## config.mk

```make
export PLATFORM = sky130hd
export DESIGN_NAME = rtc_bcd_core_flat
export DESIGN_NICKNAME = d
export VERILOG_FILES = /design/src/rtl/rtc_pkg.sv /design/src/rtl/rtc_bcd_core_if.sv /design/src/rtl/rtc_prescaler.sv /design/src/rtl/rtc_bcd_core.sv /design/src/flat_wrapper.sv
export SDC_FILE = /design/constraint.sdc
export NUM_CORES = 1
export LEC_CHECK = 0
export ABC_AREA = 0
export CORE_UTILIZATION = 45
export DETAILED_ROUTE_END_ITERATION = 7
export PLACE_DENSITY = 0.75
export SKIP_CTS_REPAIR_TIMING = 1
export SLEW_MARGIN = 20
export SYNTH_ARGS = -nofsm -noshare
export SYNTH_HDL_FRONTEND = slang
export SYNTH_SLANG_ARGS = --single-unit
```

## constraint.sdc

```tcl
create_clock -name clk_i -period 10.13 [get_ports clk_i]
set_input_delay 2.026 -clock clk_i [delete_from_list [all_inputs] [get_ports clk_i]]
set_output_delay 2.026 -clock clk_i [all_outputs]
set_load 0.03 [all_outputs]
```

## src/rtl/rtc_pkg.sv

```systemverilog
// -----------------------------------------------------------------------------
// rtc_pkg -- shared definitions for the BCD real-time clock.
//
// Contents:
//   * digit field offsets for the 24-bit BCD time word
//       {hr10[23:20], hr1[19:16], min10[15:12], min1[11:8], sec10[7:4], sec1[3:0]}
//   * digit/hour limits
//   * BCD helpers: field validation, one-second increment with carry chain,
//     and 12 h <-> 24 h hour conversion (display and alarm paths use these)
// -----------------------------------------------------------------------------
package rtc_pkg;

  localparam int SEC1_LSB  = 0;
  localparam int SEC10_LSB = 4;
  localparam int MIN1_LSB  = 8;
  localparam int MIN10_LSB = 12;
  localparam int HR1_LSB   = 16;
  localparam int HR10_LSB  = 20;

  localparam logic [3:0] SEC10_MAX  = 4'd5;
  localparam logic [3:0] MIN10_MAX  = 4'd5;
  localparam logic [6:0] HOUR_MAX   = 7'd23;
  localparam logic [6:0] HOUR12_MAX = 7'd12;

  // Hour as shown in 12 h mode.
  typedef struct packed {
    logic       pm;
    logic [7:0] hour;  // BCD 01..12
  } hour12_t;

  // Two BCD digits to binary. Only meaningful for digits <= 9.
  function automatic logic [6:0] bcd_to_bin(input logic [7:0] bcd);
    return (7'(bcd[7:4]) * 7'd10) + 7'(bcd[3:0]);
  endfunction

  // Binary 0..29 to two BCD digits.
  function automatic logic [7:0] bin_to_bcd(input logic [4:0] bin);
    logic [3:0] tens;
    logic [3:0] ones;
    if (bin >= 5'd20) begin
      tens = 4'd2;
      ones = 4'(bin - 5'd20);
    end else if (bin >= 5'd10) begin
      tens = 4'd1;
      ones = 4'(bin - 5'd10);
    end else begin
      tens = 4'd0;
      ones = 4'(bin);
    end
    return {tens, ones};
  endfunction

  // Every digit <= 9, tens of seconds/minutes <= 5. Hour range checked separately.
  function automatic logic digits_ok(input logic [23:0] t);
    logic ok;
    ok = 1'b1;
    for (int d = SEC1_LSB; d <= HR10_LSB; d += 4) begin
      if (t[d +: 4] > 4'd9) ok = 1'b0;
    end
    if (t[SEC10_LSB +: 4] > SEC10_MAX) ok = 1'b0;
    if (t[MIN10_LSB +: 4] > MIN10_MAX) ok = 1'b0;
    return ok;
  endfunction

  function automatic logic valid_24h(input logic [23:0] t);
    return digits_ok(t) && (bcd_to_bin(t[HR1_LSB +: 8]) <= HOUR_MAX);
  endfunction

  function automatic logic valid_12h(input logic [23:0] t);
    logic [6:0] h;
    h = bcd_to_bin(t[HR1_LSB +: 8]);
    return digits_ok(t) && (h != 7'd0) && (h <= HOUR12_MAX);
  endfunction

  // 24 h BCD hour -> 12 h BCD hour + PM flag (00 -> 12 AM, 12 -> 12 PM).
  function automatic hour12_t to_12h(input logic [7:0] h24_bcd);
    logic [6:0] h;
    hour12_t    r;
    h    = bcd_to_bin(h24_bcd);
    r.pm = (h >= HOUR12_MAX);
    if (h == 7'd0)             r.hour = 8'h12;
    else if (h > HOUR12_MAX)   r.hour = bin_to_bcd(5'(h - HOUR12_MAX));
    else                       r.hour = h24_bcd;
    return r;
  endfunction

  // 12 h BCD hour (01..12) + PM flag -> 24 h BCD hour.
  function automatic logic [7:0] to_24h(input logic [7:0] h12_bcd, input logic pm);
    logic [6:0] h;
    h = bcd_to_bin(h12_bcd);
    if (h == HOUR12_MAX) return pm ? 8'h12 : 8'h00;
    return pm ? bin_to_bcd(5'(h + HOUR12_MAX)) : h12_bcd;
  endfunction

  // 24 h hour + 1 with 23 -> 00 wrap.
  function automatic logic [7:0] hour_inc(input logic [7:0] h);
    if (bcd_to_bin(h) == HOUR_MAX) return 8'h00;
    if (h[3:0] == 4'd9)            return {h[7:4] + 4'd1, 4'd0};
    return {h[7:4], h[3:0] + 4'd1};
  endfunction

  // One-second advance with the full carry chain resolved in one step.
  function automatic logic [23:0] time_inc(input logic [23:0] t);
    logic [23:0] n;
    n = t;
    if (t[SEC1_LSB +: 4] != 4'd9) begin
      n[SEC1_LSB +: 4] = t[SEC1_LSB +: 4] + 4'd1;
    end else begin
      n[SEC1_LSB +: 4] = 4'd0;
      if (t[SEC10_LSB +: 4] != SEC10_MAX) begin
        n[SEC10_LSB +: 4] = t[SEC10_LSB +: 4] + 4'd1;
      end else begin
        n[SEC10_LSB +: 4] = 4'd0;
        if (t[MIN1_LSB +: 4] != 4'd9) begin
          n[MIN1_LSB +: 4] = t[MIN1_LSB +: 4] + 4'd1;
        end else begin
          n[MIN1_LSB +: 4] = 4'd0;
          if (t[MIN10_LSB +: 4] != MIN10_MAX) begin
            n[MIN10_LSB +: 4] = t[MIN10_LSB +: 4] + 4'd1;
          end else begin
            n[MIN10_LSB +: 4] = 4'd0;
            n[HR1_LSB +: 8]   = hour_inc(t[HR1_LSB +: 8]);
          end
        end
      end
    end
    return n;
  endfunction

endpackage

```

## src/rtl/rtc_bcd_core_if.sv

```systemverilog
// -----------------------------------------------------------------------------
// rtc_bcd_core_if -- control/time bus of the RTC core.
//   master : controller side (drives run/mode/load, reads time)
//   slave  : rtc_bcd_core side
// Signals: run_i, mode_12h_i, load_i, load_time_i[23:0], load_pm_i,
//          time_o[23:0], pm_o, tick_o, load_err_o
// With RTC_ALARM_EN defined, also: alarm_set_i, alarm_time_i[23:0],
//          alarm_clr_i, alarm_o.
// -----------------------------------------------------------------------------
interface rtc_bcd_core_if;
  logic        run_i;
  logic        mode_12h_i;
  logic        load_i;
  logic [23:0] load_time_i;
  logic        load_pm_i;
  logic [23:0] time_o;
  logic        pm_o;
  logic        tick_o;
  logic        load_err_o;
`ifdef RTC_ALARM_EN
  logic        alarm_set_i;
  logic [23:0] alarm_time_i;
  logic        alarm_clr_i;
  logic        alarm_o;

  modport master (
    output run_i, mode_12h_i, load_i, load_time_i, load_pm_i,
    output alarm_set_i, alarm_time_i, alarm_clr_i,
    input  time_o, pm_o, tick_o, load_err_o, alarm_o
  );
  modport slave (
    input  run_i, mode_12h_i, load_i, load_time_i, load_pm_i,
    input  alarm_set_i, alarm_time_i, alarm_clr_i,
    output time_o, pm_o, tick_o, load_err_o, alarm_o
  );
`else
  modport master (
    output run_i, mode_12h_i, load_i, load_time_i, load_pm_i,
    input  time_o, pm_o, tick_o, load_err_o
  );
  modport slave (
    input  run_i, mode_12h_i, load_i, load_time_i, load_pm_i,
    output time_o, pm_o, tick_o, load_err_o
  );
`endif
endinterface

```

## src/rtl/rtc_prescaler.sv

```systemverilog
// -----------------------------------------------------------------------------
// rtc_prescaler -- divide-by-DIV counter producing the one-second wrap strobe.
// Ports:
//   clk_i, rst_ni : clock, async active-low reset
//   run_i         : count enable; counter holds when low
//   clr_i         : synchronous clear to 0 (has priority over counting)
//   wrap_o        : high in the cycle the counter sits at DIV-1 while running;
//                   the counter returns to 0 on that edge
// -----------------------------------------------------------------------------
module rtc_prescaler #(
  parameter  int unsigned DIV     = 10,
  localparam int unsigned PRESC_W = (DIV > 1) ? $clog2(DIV) : 1
) (
  input  logic clk_i,
  input  logic rst_ni,
  input  logic run_i,
  input  logic clr_i,
  output logic wrap_o
);

  localparam logic [PRESC_W-1:0] TERMINAL = PRESC_W'(DIV - 1);

  logic [PRESC_W-1:0] cnt_q, cnt_d;

  assign wrap_o = run_i && (cnt_q == TERMINAL);

  always_comb begin
    cnt_d = cnt_q;
    if (clr_i || wrap_o) cnt_d = '0;
    else if (run_i)      cnt_d = cnt_q + PRESC_W'(1);
  end

  always_ff @(posedge clk_i or negedge rst_ni) begin
    if (!rst_ni) cnt_q <= '0;
    else         cnt_q <= cnt_d;
  end

endmodule

```

## src/rtl/rtc_bcd_core.sv

```systemverilog
// -----------------------------------------------------------------------------
// rtc_bcd_core -- BCD real-time clock (hh:mm:ss) with 12/24 h display,
// validated time load, run/stop and tick strobe.
// Parameters: CLK_FREQ_HZ (input clock), TICK_HZ (increment rate; must divide
//             CLK_FREQ_HZ exactly).
// Ports:
//   clk_i, rst_ni : clock, async active-low reset
//   bus (slave)   : run_i, mode_12h_i, load_i, load_time_i, load_pm_i,
//                   time_o, pm_o, tick_o, load_err_o
//                   (+ alarm_set_i, alarm_time_i, alarm_clr_i, alarm_o
//                    when RTC_ALARM_EN is defined)
// Time is stored in 24 h BCD; the 12 h view is purely combinational.
// -----------------------------------------------------------------------------
module rtc_bcd_core
  import rtc_pkg::*;
#(
  parameter int unsigned CLK_FREQ_HZ = 10000000,
  parameter int unsigned TICK_HZ     = 1
) (
  input  logic           clk_i,
  input  logic           rst_ni,
  rtc_bcd_core_if.slave  bus
);

  localparam int unsigned DIV = CLK_FREQ_HZ / TICK_HZ;

  logic [23:0] time_q, time_d;
  logic        tick_q, tick_d;
  logic        err_q,  err_d;
  logic        wrap;
  logic        presc_clr;
  logic        load_ok;
  logic        load_take;
  logic [23:0] load_24h;
  logic        alarm_err;
  hour12_t     disp_h;

  rtc_prescaler #(.DIV(DIV)) u_prescaler (
    .clk_i  (clk_i),
    .rst_ni (rst_ni),
    .run_i  (bus.run_i),
    .clr_i  (presc_clr),
    .wrap_o (wrap)
  );

  // Load word normalised to 24 h; in 12 h mode only the hour field changes.
  always_comb begin
    load_24h = bus.load_time_i;
    if (bus.mode_12h_i) load_24h[HR1_LSB +: 8] = to_24h(bus.load_time_i[HR1_LSB +: 8], bus.load_pm_i);
  end

  assign load_ok   = bus.mode_12h_i ? valid_12h(bus.load_time_i) : valid_24h(bus.load_time_i);
  assign load_take = bus.load_i && load_ok;

  // NOTE: every output of a combinational block gets a default first, so no
  // path through the branches can leave a value unassigned and infer a latch.
  always_comb begin
    time_d    = time_q;
    tick_d    = 1'b0;
    presc_clr = 1'b0;
    if (load_take) begin
      // An accepted load overrides a coincident wrap: no increment, no tick.
      time_d    = load_24h;
      presc_clr = 1'b1;
    end else if (wrap) begin
      time_d = time_inc(time_q);
      tick_d = 1'b1;
    end
    err_d = (bus.load_i && !load_ok) || alarm_err;
  end

  // NOTE: sequential state uses non-blocking assignments so every register
  // samples the pre-edge values, independent of statement order.
  always_ff @(posedge clk_i or negedge rst_ni) begin
    if (!rst_ni) begin
      time_q <= '0;
      tick_q <= 1'b0;
      err_q  <= 1'b0;
    end else begin
      time_q <= time_d;
      tick_q <= tick_d;
      err_q  <= err_d;
    end
  end

`ifdef RTC_ALARM_EN
  logic [23:0] alarm_time_q;
  logic        armed_q;
  logic        alarm_q;
  logic        alarm_ok;
  logic        alarm_hit;

  assign alarm_ok  = valid_24h(bus.alarm_time_i);
  assign alarm_err = bus.alarm_set_i && !alarm_ok;
  // Only the increment path can fire; a load landing on the alarm time cannot.
  assign alarm_hit = tick_d && armed_q && (time_d == alarm_time_q);

  // NOTE: the alarm time register is reset along with the rest of the state;
  // it is a single word, and armed_q alone would not make its contents safe to
  // compare when reasoning about reset behaviour.
  always_ff @(posedge clk_i or negedge rst_ni) begin
    if (!rst_ni) begin
      alarm_time_q <= '0;
      armed_q      <= 1'b0;
      alarm_q      <= 1'b0;
    end else begin
      if (bus.alarm_set_i && alarm_ok) begin
        alarm_time_q <= bus.alarm_time_i;
        armed_q      <= 1'b1;
      end
      // Set wins over a coincident clear.
      if (alarm_hit)            alarm_q <= 1'b1;
      else if (bus.alarm_clr_i) alarm_q <= 1'b0;
    end
  end

  assign bus.alarm_o = alarm_q;
`else
  assign alarm_err = 1'b0;
`endif

  // Presentation: 24 h passes the registers through; 12 h rewrites the hour.
  assign disp_h         = to_12h(time_q[HR1_LSB +: 8]);
  assign bus.time_o     = bus.mode_12h_i ? {disp_h.hour, time_q[MIN10_LSB+3:SEC1_LSB]} : time_q;
  assign bus.pm_o       = bus.mode_12h_i && disp_h.pm;
  assign bus.tick_o     = tick_q;
  assign bus.load_err_o = err_q;

endmodule

```

## src/flat_wrapper.sv

```systemverilog
// flat-port wrapper written by rule: the top's interface ports become plain ports
module rtc_bcd_core_flat import rtc_pkg::*;
#(
  parameter int unsigned CLK_FREQ_HZ = 10000000,
  parameter int unsigned TICK_HZ     = 1
)
  (clk_i, rst_ni, bus_run_i, bus_mode_12h_i, bus_load_i, bus_load_time_i, bus_load_pm_i, bus_time_o, bus_pm_o, bus_tick_o, bus_load_err_o);
  rtc_bcd_core_if bus_i ();
  input  logic clk_i;
  input  logic rst_ni;
  input wire logic [$bits(bus_i.run_i)-1:0] bus_run_i;
  input wire logic [$bits(bus_i.mode_12h_i)-1:0] bus_mode_12h_i;
  input wire logic [$bits(bus_i.load_i)-1:0] bus_load_i;
  input wire logic [$bits(bus_i.load_time_i)-1:0] bus_load_time_i;
  input wire logic [$bits(bus_i.load_pm_i)-1:0] bus_load_pm_i;
  output wire logic [$bits(bus_i.time_o)-1:0] bus_time_o;
  output wire logic [$bits(bus_i.pm_o)-1:0] bus_pm_o;
  output wire logic [$bits(bus_i.tick_o)-1:0] bus_tick_o;
  output wire logic [$bits(bus_i.load_err_o)-1:0] bus_load_err_o;
  assign bus_i.run_i = bus_run_i;
  assign bus_i.mode_12h_i = bus_mode_12h_i;
  assign bus_i.load_i = bus_load_i;
  assign bus_i.load_time_i = bus_load_time_i;
  assign bus_i.load_pm_i = bus_load_pm_i;
  assign bus_time_o = bus_i.time_o;
  assign bus_pm_o = bus_i.pm_o;
  assign bus_tick_o = bus_i.tick_o;
  assign bus_load_err_o = bus_i.load_err_o;
  rtc_bcd_core #(.CLK_FREQ_HZ(CLK_FREQ_HZ), .TICK_HZ(TICK_HZ)) u_core (.clk_i(clk_i), .rst_ni(rst_ni), .bus(bus_i));
endmodule
```

==> run summary <==
Via count - 3399
VDD IR-drop max - 0.0686 mV
Final Skew - 9.98 ps
Post-DP Area - 4530 um^2
Core box area - 8720 um^2
CTS Root Cell - clkbuf_8
Clock Latency Late Sink - 310 ps
CTS tree - done
RSZ-0062 raised after global routing - no
Leakage - 2.02 nW
First-pass GRT wire length - 15100 um
Synth top area cells - dfrtp_1, ha_1, nor2_1
Post-layout minimum cycle time - 5980 ps
Unique masters post-synth - 64
Ys async rst share - 100%
Setup violators final - 0
Worst Setup Slack, final - 4150 ps
Slew @ Worst Pin - 805 ps
Routed WL - 8930 um
Starting Density - 46.3%
Share of cells above drive strength 1 - 5.24%
Setup TNS Final - 0 ps
Fin cells - 604
Final RePlAce weighted congestion - 0.811
Post-Syn Instances - 461
Critical path peak fanout - 8
Seq/Total Area, Yosys - 31.0%
Wirelength per Cell - 14.8 um
Design area - 4610 um^2
Number of synthesized flops with an enable pin - 0
CP required - 8100 ps
Total track usage - 19.5%
Yosys top cell by area - dfrtp_1
Gr ovfl total - 0
Top-count cell post-synth - nor2_1
Main flop type after synthesis - dfrtp_1
Syn avg cell area - 8.75 um^2
Startpoint Class - input pin
Final ANT Viol Nets - 0
Row cnt - 34
Fin nets - 557
CTS max path bufs - 2
Slew Viols, Final - 0
Max cap viols - 0
CTS Sinks - 50
DRC - 0
Cells after DPL - 597
Final Hold Viols - 0
Fmax - 167 MHz
First-iteration detailed-routing DRC count - 157
#FFs+latches synth - 50
Port buffer count - 56
Post-route clock period utilization - 59.1%
Inserted Clock Buffers - 5
Dpl ws - 4110 ps
Commonest cells in the netlist - nor2_1, dfrtp_1, a21oi_1
Synth top area share - 31.0%
Hold Path Depth - 2
I/O pin cnt - 57
WHS - 555 ps
H-tree depth - 2
Vias in the first global route - 3216
Slew Limit Headroom - 46.3%
Synth warnings - 0
CTS clock-pin slew for the worst setup and hold paths - 90 ps
Net count after synthesis - 522
Die height - 96.7 um
WS Path Type - input pin to output pin
Status - finished clean
Crit end category - output pin
Pwr Density - 149 nW/um^2
Ant diodes - 0
CP arrival - 3960 ps
Drt pass-1 iters - 4
Avg Vias per Cell - 5.63
Synth-to-Final Area Change - 14.4%
Die area - 9350 um^2
Chip width - 96.7 um
HP Class - register to register
Post-DP HPWL - 6750 um
Largest net degree at the start of global routing - 51
Post-synthesis cell area - 4030 um^2
R2R depth - 10
Initial antenna violation count - 0
==> report_power, final <==
| group | internal (mW) | switching (mW) | leakage, nW | total [mW] |
|---|---|---|---|---|
| sequential | 0.225 | 0.0383 | 0.669 | 0.263 |
| clock | 0.0479 | 0.0687 | 0.0444 | 0.117 |
| combinational | 0.135 | 0.172 | 1.31 | 0.307 |
| total | 0.408 | 0.279 | 2.02 | 0.687 |
==> metrics by stage <==
| step | power, mW | utilization (%) |
|---|---|---|
| final | 0.687 | 52.9 |
| after global routing | 0.736 | 52.9 |
| after CTS | 0.691 | 52.9 |
| after detailed placement | 0.573 | 52.0 |
| after global placement | 0.563 | 52.0 |
| after floorplan | 0.485 | - |
==> cell usage in the layout, fill, tap and decap left out, types with 5 or more instances in the layout <==
cell	netlist	layout
a21o_1	5	5
a21oi_1	31	31
a31oi_1	11	11
and2_1	10	10
and3_1	8	8
clkbuf_8	0	5
clkdlybuf4s50_1	0	55
dfrtp_1	50	50
ha_1	27	27
inv_1	23	23
mux2i_1	5	5
nand2_1	25	25
nand3_1	16	16
nand4_1	15	15
nor2_1	54	54
nor3b_1	5	5
o211ai_1	6	6
o21ai_0	22	22
xnor2_1	21	21
xor2_1	21	21
==> flip-flops by register name, summed over array words and instances (netlist names) <==
| name | flops |
|---|---|
| u_core.u_prescaler.cnt_q | 24 |
| u_core.time_q | 24 |
| u_core.bus.load_err_o | 1 |
| u_core.bus.tick_o | 1 |
==> cell families (layout without fill, tap and decap cells) <==
| logic type | Yosys count | in the layout | synth area share (%) |
|---|---|---|---|
| adders and majority gates | 31 | 31 | 10.4 |
| xor gates and xnor gates | 42 | 42 | 9.12 |
| AOI/OAI and AO/OA | 101 | 101 | 15.4 |
| buffers and inverters | 53 | 88 | 7.32 |
| and+or+nand+nor | 179 | 179 | 25.6 |
| muxes | 5 | 5 | 1.24 |
| DFF | 50 | 50 | 31.0 |
==> final timing paths <==
kind / startpoint / endpoint / slack, ps
max: bus_mode_12h_i / bus_time_o[20] / 4150
min: u_core.u_prescaler.cnt_q[1]$_DFFE_PN0P_ / u_core.u_prescaler.cnt_q[1]$_DFFE_PN0P_ / 560
max reg2reg: u_core.time_q[21]$_DFFE_PN0P_ / u_core.time_q[21]$_DFFE_PN0P_ / 6830
min reg2reg: u_core.u_prescaler.cnt_q[1]$_DFFE_PN0P_ / u_core.u_prescaler.cnt_q[1]$_DFFE_PN0P_ / 560
max in group asynchronous: rst_ni / u_core.time_q[0]$_DFFE_PN0N_ / 7890
min in group asynchronous: rst_ni / u_core.time_q[11]$_DFFE_PN0P_ / 1810
==> area by class of cell <==
type                       count  area [um^2]
tap                          108          135
fill                         793         4110
timing repair buffer          58          571
sequential                    50         1250
clock inverter                 2         13.8
inverter                      23         86.3
clock buffer                   5         68.8
multi-input combinational    358         2490
==> worst max-delay path, stage by stage <==
cell	delay (ps)
clkdlybuf4s50_1	670
o21ai_1	270
nor2b_1	200
a21oi_1	120
clkdlybuf4s50_1	680
==> routing by layer <==
layer / track usage [%] / wire length [um] / vias up
li1: - / - / 1702
met1: 26.8 / 4250 / 1615
met2: 30.8 / 4220 / 70
met3: 3.83 / 335 / 12
met4: 6.31 / 129 / 0
met5: 0 / 0 / -
No activity file was read; power rests on OpenSTA's default activity.
